**src/rtl/riscv_pkg.sv**
```systemverilog
// rtl/riscv_pkg.sv - shared core constants and types used by the writeback arbiter
// Provides XLEN, the default writeback requester count, and the writeback
// request record (valid, destination register, result data).
package riscv_pkg;

    localparam int XLEN       = 32;
    localparam int WB_NUM_REQ = 4;

    typedef struct packed {
        logic            valid;
        logic [4:0]      rd;
        logic [XLEN-1:0] data;
    } wb_req_t;

endpackage

```
**src/rtl/wb_rr_picker.sv**
```systemverilog
// rtl/wb_rr_picker.sv - combinational two-slot rotating writeback picker
// Ports:
//   valid    [NREQ]    requester has a result pending
//   rd       [NREQ][5] destination register per requester
//   ptr      [PW]      rotation start index
//   gnt0/1   [NREQ]    one-hot slot 0 / slot 1 winners (zero if slot empty)
//   idx0/1   [PW]      binary index of each winner
//   found0/1           slot is occupied
//   conflict           a valid requester was passed over only because its rd
//                      equals slot 0's rd
module wb_rr_picker #(
    parameter int NREQ = 4,
    parameter int PW   = $clog2(NREQ)
) (
    input  logic [NREQ-1:0]      valid,
    input  logic [NREQ-1:0][4:0] rd,
    input  logic [PW-1:0]        ptr,
    output logic [NREQ-1:0]      gnt0,
    output logic [NREQ-1:0]      gnt1,
    output logic [PW-1:0]        idx0,
    output logic [PW-1:0]        idx1,
    output logic                 found0,
    output logic                 found1,
    output logic                 conflict
);

    // Requester index visited at rotation step k.
    logic [PW-1:0] ord [NREQ];

    for (genvar k = 0; k < NREQ; k++) begin : g_ord
        assign ord[k] = PW'((int'(ptr) + k) % NREQ);
    end

    logic [4:0] rd0;

    always_comb begin
        gnt0     = '0;
        gnt1     = '0;
        idx0     = '0;
        idx1     = '0;
        found0   = 1'b0;
        found1   = 1'b0;
        conflict = 1'b0;
        rd0      = '0;
        for (int k = 0; k < NREQ; k++) begin
            if (valid[ord[k]]) begin
                if (!found0) begin
                    found0         = 1'b1;
                    idx0           = ord[k];
                    rd0            = rd[ord[k]];
                    gnt0[ord[k]]   = 1'b1;
                end else if (!found1) begin
                    // Only requesters seen while slot 1 is still open can be
                    // deferred by a same-rd match; later ones lost on capacity.
                    if (rd[ord[k]] != rd0) begin
                        found1       = 1'b1;
                        idx1         = ord[k];
                        gnt1[ord[k]] = 1'b1;
                    end else begin
                        conflict = 1'b1;
                    end
                end
            end
        end
    end

endmodule

```
**src/rtl/regfile_wb_arbiter.sv**
```systemverilog
// rtl/regfile_wb_arbiter.sv - two-port register-file writeback arbiter
// Optional macro WB_ARB_STATS_EN adds stat_grants / stat_conflicts counters.
// Ports:
//   clk, rst_n (async, active-low)
//   hold                      freeze: no grants, ptr held
//   req_valid/req_rd/req_data per-requester result
//   req_ready                 combinational grant
//   wr_en_n/rd_addr_n/rd_data_n  registered write ports 0 and 1
//   stat_grants/stat_conflicts   (WB_ARB_STATS_EN only) wrapping counters
module regfile_wb_arbiter
    import riscv_pkg::*;
#(
    parameter int NREQ = WB_NUM_REQ
) (
    input  logic                     clk,
    input  logic                     rst_n,
    input  logic                     hold,
    input  logic [NREQ-1:0]          req_valid,
    input  logic [NREQ-1:0][4:0]     req_rd,
    input  logic [NREQ-1:0][XLEN-1:0] req_data,
    output logic [NREQ-1:0]          req_ready,
    output logic                     wr_en_0,
    output logic [4:0]               rd_addr_0,
    output logic [XLEN-1:0]          rd_data_0,
    output logic                     wr_en_1,
    output logic [4:0]               rd_addr_1,
    output logic [XLEN-1:0]          rd_data_1
`ifdef WB_ARB_STATS_EN
    ,
    output logic [31:0]              stat_grants,
    output logic [31:0]              stat_conflicts
`endif
);

    localparam int PW = $clog2(NREQ);

    wb_req_t req [NREQ];

    for (genvar i = 0; i < NREQ; i++) begin : g_req
        assign req[i] = '{valid: req_valid[i], rd: req_rd[i], data: req_data[i]};
    end

    logic [PW-1:0]   ptr;
    logic [NREQ-1:0] gnt0, gnt1;
    logic [PW-1:0]   idx0, idx1;
    logic            found0, found1, conflict;

    wb_rr_picker #(.NREQ(NREQ), .PW(PW)) u_picker (
        .valid    (req_valid),
        .rd       (req_rd),
        .ptr      (ptr),
        .gnt0     (gnt0),
        .gnt1     (gnt1),
        .idx0     (idx0),
        .idx1     (idx1),
        .found0   (found0),
        .found1   (found1),
        .conflict (conflict)
    );

    logic fire0, fire1;
    assign fire0 = rst_n && !hold && found0;
    assign fire1 = rst_n && !hold && found1;

    assign req_ready = (rst_n && !hold) ? (gnt0 | gnt1) : '0;

    function automatic logic [PW-1:0] next_idx(input logic [PW-1:0] i);
        return (int'(i) == NREQ - 1) ? '0 : PW'(int'(i) + 1);
    endfunction

    always_ff @(posedge clk or negedge rst_n) begin
        if (!rst_n) begin
            ptr       <= '0;
            wr_en_0   <= 1'b0;
            rd_addr_0 <= '0;
            rd_data_0 <= '0;
            wr_en_1   <= 1'b0;
            rd_addr_1 <= '0;
            rd_data_1 <= '0;
        end else begin
            // rd=0 grants consume the slot but never write x0.
            wr_en_0 <= fire0 && (req[idx0].rd != 5'd0);
            wr_en_1 <= fire1 && (req[idx1].rd != 5'd0);
            if (fire0) begin
                rd_addr_0 <= req[idx0].rd;
                rd_data_0 <= req[idx0].data;
                ptr       <= found1 ? next_idx(idx1) : next_idx(idx0);
            end
            if (fire1) begin
                rd_addr_1 <= req[idx1].rd;
                rd_data_1 <= req[idx1].data;
            end
        end
    end

`ifdef WB_ARB_STATS_EN
    always_ff @(posedge clk or negedge rst_n) begin
        if (!rst_n) begin
            stat_grants    <= '0;
            stat_conflicts <= '0;
        end else begin
            stat_grants    <= stat_grants + 32'(fire0) + 32'(fire1);
            stat_conflicts <= stat_conflicts + 32'(conflict && !hold);
        end
    end
`endif

endmodule

```
**config.mk**
```make
export PLATFORM = sky130hd
export DESIGN_NAME = regfile_wb_arbiter
export DESIGN_NICKNAME = d
export VERILOG_FILES = /design/src/rtl/riscv_pkg.sv /design/src/rtl/wb_rr_picker.sv /design/src/rtl/regfile_wb_arbiter.sv
export SDC_FILE = /design/constraint.sdc
export NUM_CORES = 1
export LEC_CHECK = 0
export CELL_PAD_IN_SITES_DETAIL_PLACEMENT = 1
export CELL_PAD_IN_SITES_GLOBAL_PLACEMENT = 1
export CORE_UTILIZATION = 34
export DETAILED_ROUTE_END_ITERATION = 8
export GPL_ROUTABILITY_DRIVEN = 1
export PLACE_DENSITY_LB_ADDON = 0.1
export SYNTH_ARGS = -nofsm -noshare
export SYNTH_HDL_FRONTEND = slang
export SYNTH_SLANG_ARGS = --single-unit
export TNS_END_PERCENT = 30
```
**constraint.sdc**
```tcl
create_clock -name clk -period 5.6 [get_ports clk]
set_input_delay 0.84 -clock clk [delete_from_list [all_inputs] [get_ports clk]]
set_output_delay 0.84 -clock clk [all_outputs]
set_load 0.01 [all_outputs]
```
# Word level (Yosys, flattened, before mapping)
# Cells that the tools add are included.
# totals
out_inout_bits	80
in_bits	155
regBits	78
# op_classes
reduce_logical	12
n_lt_le_gt_ge	10
add_sub_neg	5
eq_ne	5
bitwise_logic	8
muxes	90
# ops
op	count
38-bit binary-select mux with 2-bit select	2
37-bit two-way mux	4
4-bit two-way mux	19
5-bit two-way mux	9
2-bit two-way mux	21
5-bit binary-select mux with 2-bit select	4
4-bit bitwise OR	6
1-bit two-way mux	23
5-bit inequality test	3
2-bit by 3-bit < comparator with 1-bit output (second input constant)	4
5-bit nonzero test	2
1-bit logical AND	9
1-bit binary-select mux with 2-bit select	4
1-bit demux with 2-bit select	4
2-bit by 1-bit greater-or-equal comparator with 1-bit output (second input constant)	4
2-bit by 1-bit adder with 2-bit output (second input constant)	3
3-bit greater-or-equal comparator (second input constant)	2
2-bit NOT with 3-bit output	2
2-bit adder (second input constant)	2
2-bit by 1-bit == test with 1-bit output (second input constant)	2
1-bit logical NOT	1

# Logic depth before layout (Yosys ltp)
# logic_depth
ltp_word	21
ltp_mapped	19

# By module
# From an unflattened synthesis, not the netlist that was laid out.
# hier_totals
cells_unflattened	492
area_unflattened_um2	6537.5
# by_module_without_submodules
module	seq_area_each_um2	n_inst	cells_per_inst	area_each_um2
regfile_wb_arbiter	1951.9	1	277	4749.6
wb_rr_picker	0.0	1	215	1788.0

# Worst setup path after synthesis
# Ideal clock, no wire load.
# synth_timing
path_kind	register to output
from	register ptr[0]
to	output req_ready[3]
slack_ns	0.984
arrival_time_ns	3.776
path_stages_with_launch	14
path_buffers	4
cell_sequence	dfrtp_1 buf_6 inv_2 clkbuf_1 ha_1 buf_1 mux4_2 xnor2_1 nand2_1 o311ai_2 clkbuf_1 a21o_1 nand2_1 a21oi_1
# synth_between
elab_chain_len	20
# synth_rtl
item	line_no	rtl
from (decl)	regfile_wb_arbiter.sv:43	logic [PW-1:0] ptr;
from (signal assigned)	regfile_wb_arbiter.sv:87	ptr <= found1 ? next_idx(idx1) : next_idx(idx0);
2-bit by 1-bit adder with 2-bit output	wb_rr_picker.sv:31	assign ord[k] = PW'((int'(ptr) + k) % NREQ);
2-bit by 3-bit < comparator with 1-bit output (implied by the code) / 2-bit by 1-bit greater-or-equal comparator with 1-bit output (equally long branches)	wb_rr_picker.sv:51, wb_rr_picker.sv:58	
1-bit logical AND (implied by the code)	wb_rr_picker.sv:51, wb_rr_picker.sv:58	
1-bit two-way mux (implied by the code)	wb_rr_picker.sv:51, wb_rr_picker.sv:58	
1-bit demux with 2-bit select	n/a	
4-bit two-way mux	wb_rr_picker.sv:55	if (rd[ord[k]] != rd0) begin
4-bit two-way mux	wb_rr_picker.sv:47	if (!found0) begin
4-bit two-way mux	wb_rr_picker.sv:46	if (valid[ord[k]]) begin
(+4 left out)	n/a	
4-bit two-way mux	wb_rr_picker.sv:46	
4-bit bitwise OR (no source line)	n/a	
4-bit two-way mux	wb_rr_picker.sv:55	
4-bit two-way mux	wb_rr_picker.sv:52	end else if (!found1) begin
4-bit two-way mux	wb_rr_picker.sv:47	
4-bit two-way mux	wb_rr_picker.sv:46	
4-bit bitwise OR (*)	regfile_wb_arbiter.sv:65	assign req_ready = (rst_n && !hold) ? (gnt0 | gnt1) : '0;
4-bit two-way mux (*)	regfile_wb_arbiter.sv:65	
to (decl)	regfile_wb_arbiter.sv:21	output logic [NREQ-1:0] req_ready,
# Mark *: on every way between the ends. The rest lies on a longest branch, timed or not. The select of a mux whose other input is x is not followed.

# Worst setup path in the final report
# layout_timing
from	register ptr[1]
to	output req_ready[1]
# The elaborated chain is that of the path after synthesis.

==> run_summary.xml <==
<?xml version="1.0" encoding="UTF-8"?>
<metrics>
  <group name="timing">
    <metric name="report.final.setup_viol" unit="">0</metric>
    <metric name="final_min_period_over_clock_period" unit="%">94.50</metric>
    <metric name="time_the_final_worst_path_needs_with_i_o_delays_and_setup" unit="ps">5292</metric>
    <metric name="timing.slew.headroom" unit="%">41.24</metric>
    <metric name="clock_skew" unit="ps">12.70</metric>
    <metric name="hold_vio_cnt_final" unit="">0</metric>
    <metric name="worst_hold_slack" unit="ps">435.3</metric>
    <metric name="rsz0062_at_grt" unit="">false</metric>
    <metric name="timing_max_transition_violations_final" unit="">0</metric>
    <metric name="setup_tns" unit="ps">0</metric>
    <metric name="tightestPinTransition" unit="ps">879.0</metric>
    <metric name="timing.fmax" unit="MHz">189.0</metric>
  </group>
  <group name="yosys">
    <metric name="synth_largest_area_cell" unit="">sky130_fd_sc_hd__dfrtp_1</metric>
    <metric name="synth_largest_type_area_fraction" unit="%">27.14</metric>
    <metric name="synth-seq-area-share" unit="%">27.14</metric>
    <metric name="synth-warning-count" unit="">0</metric>
    <metric name="synth-async-reset-ratio" unit="%">100.0</metric>
    <metric name="synthesis.area_per_instance" unit="sq um">8.335</metric>
    <metric name="dominantRegCellSynth" unit="">sky130_fd_sc_hd__dfrtp_1</metric>
    <metric name="synthesis.area" unit="sq um">7193</metric>
    <metric name="synth_edf_count" unit="">0</metric>
    <metric name="yosys_register_bits" unit="">78</metric>
    <metric name="post_synth_num_cell_types" unit="">64</metric>
    <metric name="synthTopCellsByArea" unit="">sky130_fd_sc_hd__dfrtp_1 (27%), sky130_fd_sc_hd__mux2i_1 (15%), sky130_fd_sc_hd__nand2_1 (12%), sky130_fd_sc_hd__mux4_2 (7.5%), sky130_fd_sc_hd__mux2_2 (6.6%)</metric>
    <metric name="syn_inst" unit="">863</metric>
    <metric name="synth_nets" unit="">1023</metric>
  </group>
  <group name="die">
    <metric name="design.die.area" unit="sq um">21740</metric>
    <metric name="pin_count" unit="">235</metric>
    <metric name="core.rowCount" unit="">52</metric>
    <metric name="fp.dieW" unit="um">147.5</metric>
    <metric name="coreArea" unit="sq um">20490</metric>
    <metric name="initial_utilization" unit="%">35.10</metric>
    <metric name="die_height" unit="um">147.5</metric>
  </group>
  <group name="place">
    <metric name="globalplace.congestion" unit="">0.8635</metric>
    <metric name="detailed_place_hpwl" unit="um">20210</metric>
    <metric name="numPortBuffers" unit="">234</metric>
  </group>
  <group name="critical_path">
    <metric name="crit_arrival" unit="ps">4450</metric>
    <metric name="timing.critical_path.required" unit="ps">4760</metric>
    <metric name="crit_path_top_delay_cell" unit="">sky130_fd_sc_hd__ha_1</metric>
    <metric name="timing.critical_path.slowest_cell_delay" unit="ps">780</metric>
    <metric name="type_of_element_capturing_the_critical_path" unit="">output pin</metric>
    <metric name="crit_path_max_fanout" unit="">16</metric>
    <metric name="timing.rr.start" unit="">ptr[1]$_DFFE_PN0P_</metric>
    <metric name="timing.critical_path.cells" unit="">inv_1, ha_1, mux4_2, nor2_1, nand2_1, nor3_1, a31oi_1, nor4_2, nor3_4, a21o_1, nand2_1, a21oi_1, clkdlybuf4s50_1</metric>
    <metric name="nature_of_the_critical_path_startpoint" unit="">flop</metric>
    <metric name="regToRegSetupSlack" unit="ps">700</metric>
    <metric name="worst_path_bufs_invs" unit="">2</metric>
    <metric name="critical_path_cell_count" unit="">13</metric>
    <metric name="worst-r2r-cell-count" unit="">14</metric>
    <metric name="regToRegEndpoint" unit="">rd_data_1[27]$_DFFE_PN0P_</metric>
    <metric name="timing.critical_path.max_delay_family" unit="">simple AND/OR/NAND/NOR gates</metric>
    <metric name="path_common_cell" unit="">sky130_fd_sc_hd__nand2_1</metric>
    <metric name="crit_type" unit="">reg -&gt; out</metric>
  </group>
  <group name="clock_network">
    <metric name="clockRootBuffer" unit="">sky130_fd_sc_hd__clkbuf_16</metric>
    <metric name="clock_tree_from_tritoncts" unit="">yes</metric>
    <metric name="cts_buffers" unit="">9</metric>
    <metric name="cts_max_level" unit="">3</metric>
    <metric name="maximum_count_of_clock_buffers_along_a_single_path" unit="">2</metric>
    <metric name="post-cts-setup-buffers" unit="">0</metric>
    <metric name="num_clock_sinks" unit="">78</metric>
    <metric name="worst_skew_late_latency" unit="ps">350</metric>
    <metric name="cts.repair.resized" unit="">0</metric>
    <metric name="post_cts_hold_buffer_count" unit="">0</metric>
    <metric name="clk_pin_slew_worst_paths" unit="ps">70</metric>
  </group>
  <group name="finish">
    <metric name="area_delta_synth_final" unit="%">40.37</metric>
    <metric name="num-fill-cells" unit="">2433</metric>
    <metric name="layout-drive-gt1-share" unit="%">11.51</metric>
    <metric name="layout.cells.most_common_list" unit="">sky130_fd_sc_hd__nand2_1 (238), sky130_fd_sc_hd__clkdlybuf4s50_1 (233), sky130_fd_sc_hd__mux2i_1 (105), sky130_fd_sc_hd__dfrtp_1 (77), sky130_fd_sc_hd__o21ai_0 (72)</metric>
    <metric name="layout_commonest_cell" unit="">sky130_fd_sc_hd__nand2_1</metric>
    <metric name="utilization" unit="%">49.27</metric>
    <metric name="final_net_count" unit="">1225</metric>
    <metric name="antennaDiodeCount" unit="">0</metric>
  </group>
  <group name="detailed_routing">
    <metric name="top_layer_used" unit="">met4</metric>
    <metric name="detail_route.vias_per_cell" unit="">5.501</metric>
    <metric name="met3WireLength" unit="um">1826</metric>
    <metric name="detail-route-antenna-nets" unit="">0</metric>
    <metric name="detail_route.wirelength.met1" unit="um">11200</metric>
    <metric name="route.detailed.wl_per_inst" unit="um">20.37</metric>
    <metric name="drc" unit="">0</metric>
    <metric name="met2RoutedLength" unit="um">13480</metric>
    <metric name="drt_first_pass_iters" unit="">5</metric>
    <metric name="routed-via-count" unit="">7366</metric>
    <metric name="drt_wl_total" unit="um">27280</metric>
    <metric name="detailedRoute.firstIterationViolations" unit="">304</metric>
  </group>
  <group name="global_routing">
    <metric name="grt_max_degree" unit="">67</metric>
    <metric name="grt_ovf" unit="">0</metric>
    <metric name="first_global_vias" unit="">7628</metric>
    <metric name="grt_pass1_wl" unit="um">43130</metric>
    <metric name="antenna_violations_before_repair" unit="">0</metric>
    <metric name="grtUsageTotal" unit="%">25.46</metric>
  </group>
  <group name="min_path">
    <metric name="worstHoldPathType" unit="">in -&gt; async</metric>
  </group>
  <group name="run_status">
    <metric name="outcome" unit="">complete, no violations</metric>
  </group>
  <group name="power_and_ir_drop">
    <metric name="worst_ir_drop_vdd" unit="mV">0.5458</metric>
    <metric name="power.leakage" unit="nW">4.370</metric>
    <metric name="cellPowerDensity" unit="nW/um^2">750.5</metric>
  </group>
  <group name="flow_run">
    <metric name="max_cap_violations" unit="">0</metric>
  </group>
</metrics>
report_power, final:
group	leakage, nW	internal [mW]	total, mW	switching, mW
combinational	3.28	2.55	5.92	3.37
sequential	0.937	0.853	1.01	0.157
clock	0.149	0.390	0.645	0.255
total	4.37	3.80	7.58	3.78
synth_stat cells, types with 9 or more instances:
master	count
sky130_fd_sc_hd__mux4_2	24
sky130_fd_sc_hd__nor2_1	23
sky130_fd_sc_hd__a31oi_1	14
sky130_fd_sc_hd__inv_1	10
sky130_fd_sc_hd__buf_6	9
sky130_fd_sc_hd__nand3_1	42
sky130_fd_sc_hd__dfrtp_1	78
sky130_fd_sc_hd__a21oi_1	22
sky130_fd_sc_hd__clkbuf_1	37
sky130_fd_sc_hd__mux2i_1	105
sky130_fd_sc_hd__xnor2_1	10
sky130_fd_sc_hd__nand2_1	238
sky130_fd_sc_hd__mux2_2	42
sky130_fd_sc_hd__buf_1	10
sky130_fd_sc_hd__xor2_1	11
sky130_fd_sc_hd__o21ai_0	72
stage by stage:
stage	cells	power, mW	worst slack, ps	instance area, sq um
after floorplan	863	5.066	983.6	7193
after global placement	1324	6.877	517.9	9783
after detailed placement	1324	6.967	438.3	9783
after CTS	1339	7.651	339.5	10100
after global routing	1339	8.179	30.22	10100
final	1339	7.578	308.2	10100
metal layers:
layer,track usage [%],vias up
li1,-,3485
met2,43.99,205
met4,9.639,0
met3,6.481,36
met1,30.29,3640
met5,0,-
worst max-delay path by stage:
stage,from,end,slack [ps]
after floorplan,ptr[0]$_DFFE_PN0P_,req_ready[3],980
after global placement,req_valid[3],req_ready[0],520
after detailed placement,req_valid[3],req_ready[1],440
after CTS,ptr[1]$_DFFE_PN0P_,req_ready[1],340
after global routing,ptr[1]$_DFFE_PN0P_,req_ready[1],30
final,ptr[1]$_DFFE_PN0P_,req_ready[1],310
area by class of cell:
type / count / area, sq um / share of cell area [%]
sequential: 78 / 1953 / 19.34
clock buffer: 10 / 229.0 / 2.268
inverter: 13 / 48.80 / 0.4833
timing repair buffer: 258 / 2557 / 25.33
tap: 270 / 337.8 / 3.346
multi-input combinational: 705 / 4886 / 48.39
clock inverter: 5 / 85.08 / 0.8426
state kept, by name, indices dropped and copies added (netlist names):
signal,count
rd_addr_0,5
wr_en_0,1
wr_en_1,1
rd_data_0,32
rd_addr_1,5
ptr,2
rd_data_1,32
cells by family (layout without fill, tap and decap cells):
kind of cell,after synthesis,after routing,synth area share (%)
AO/OA/AOI/OAI,164,164,14.46
buffers and inverters,80,286,5.549
AND/OR/NAND/NOR,344,344,20.73
flip-flops,78,78,27.14
adder cells (fa/ha/maj),5,5,0.8697
XOR/XNOR,21,21,2.557
multiplexers,171,171,28.70
Note: power is estimated with default switching activity, not from simulation.
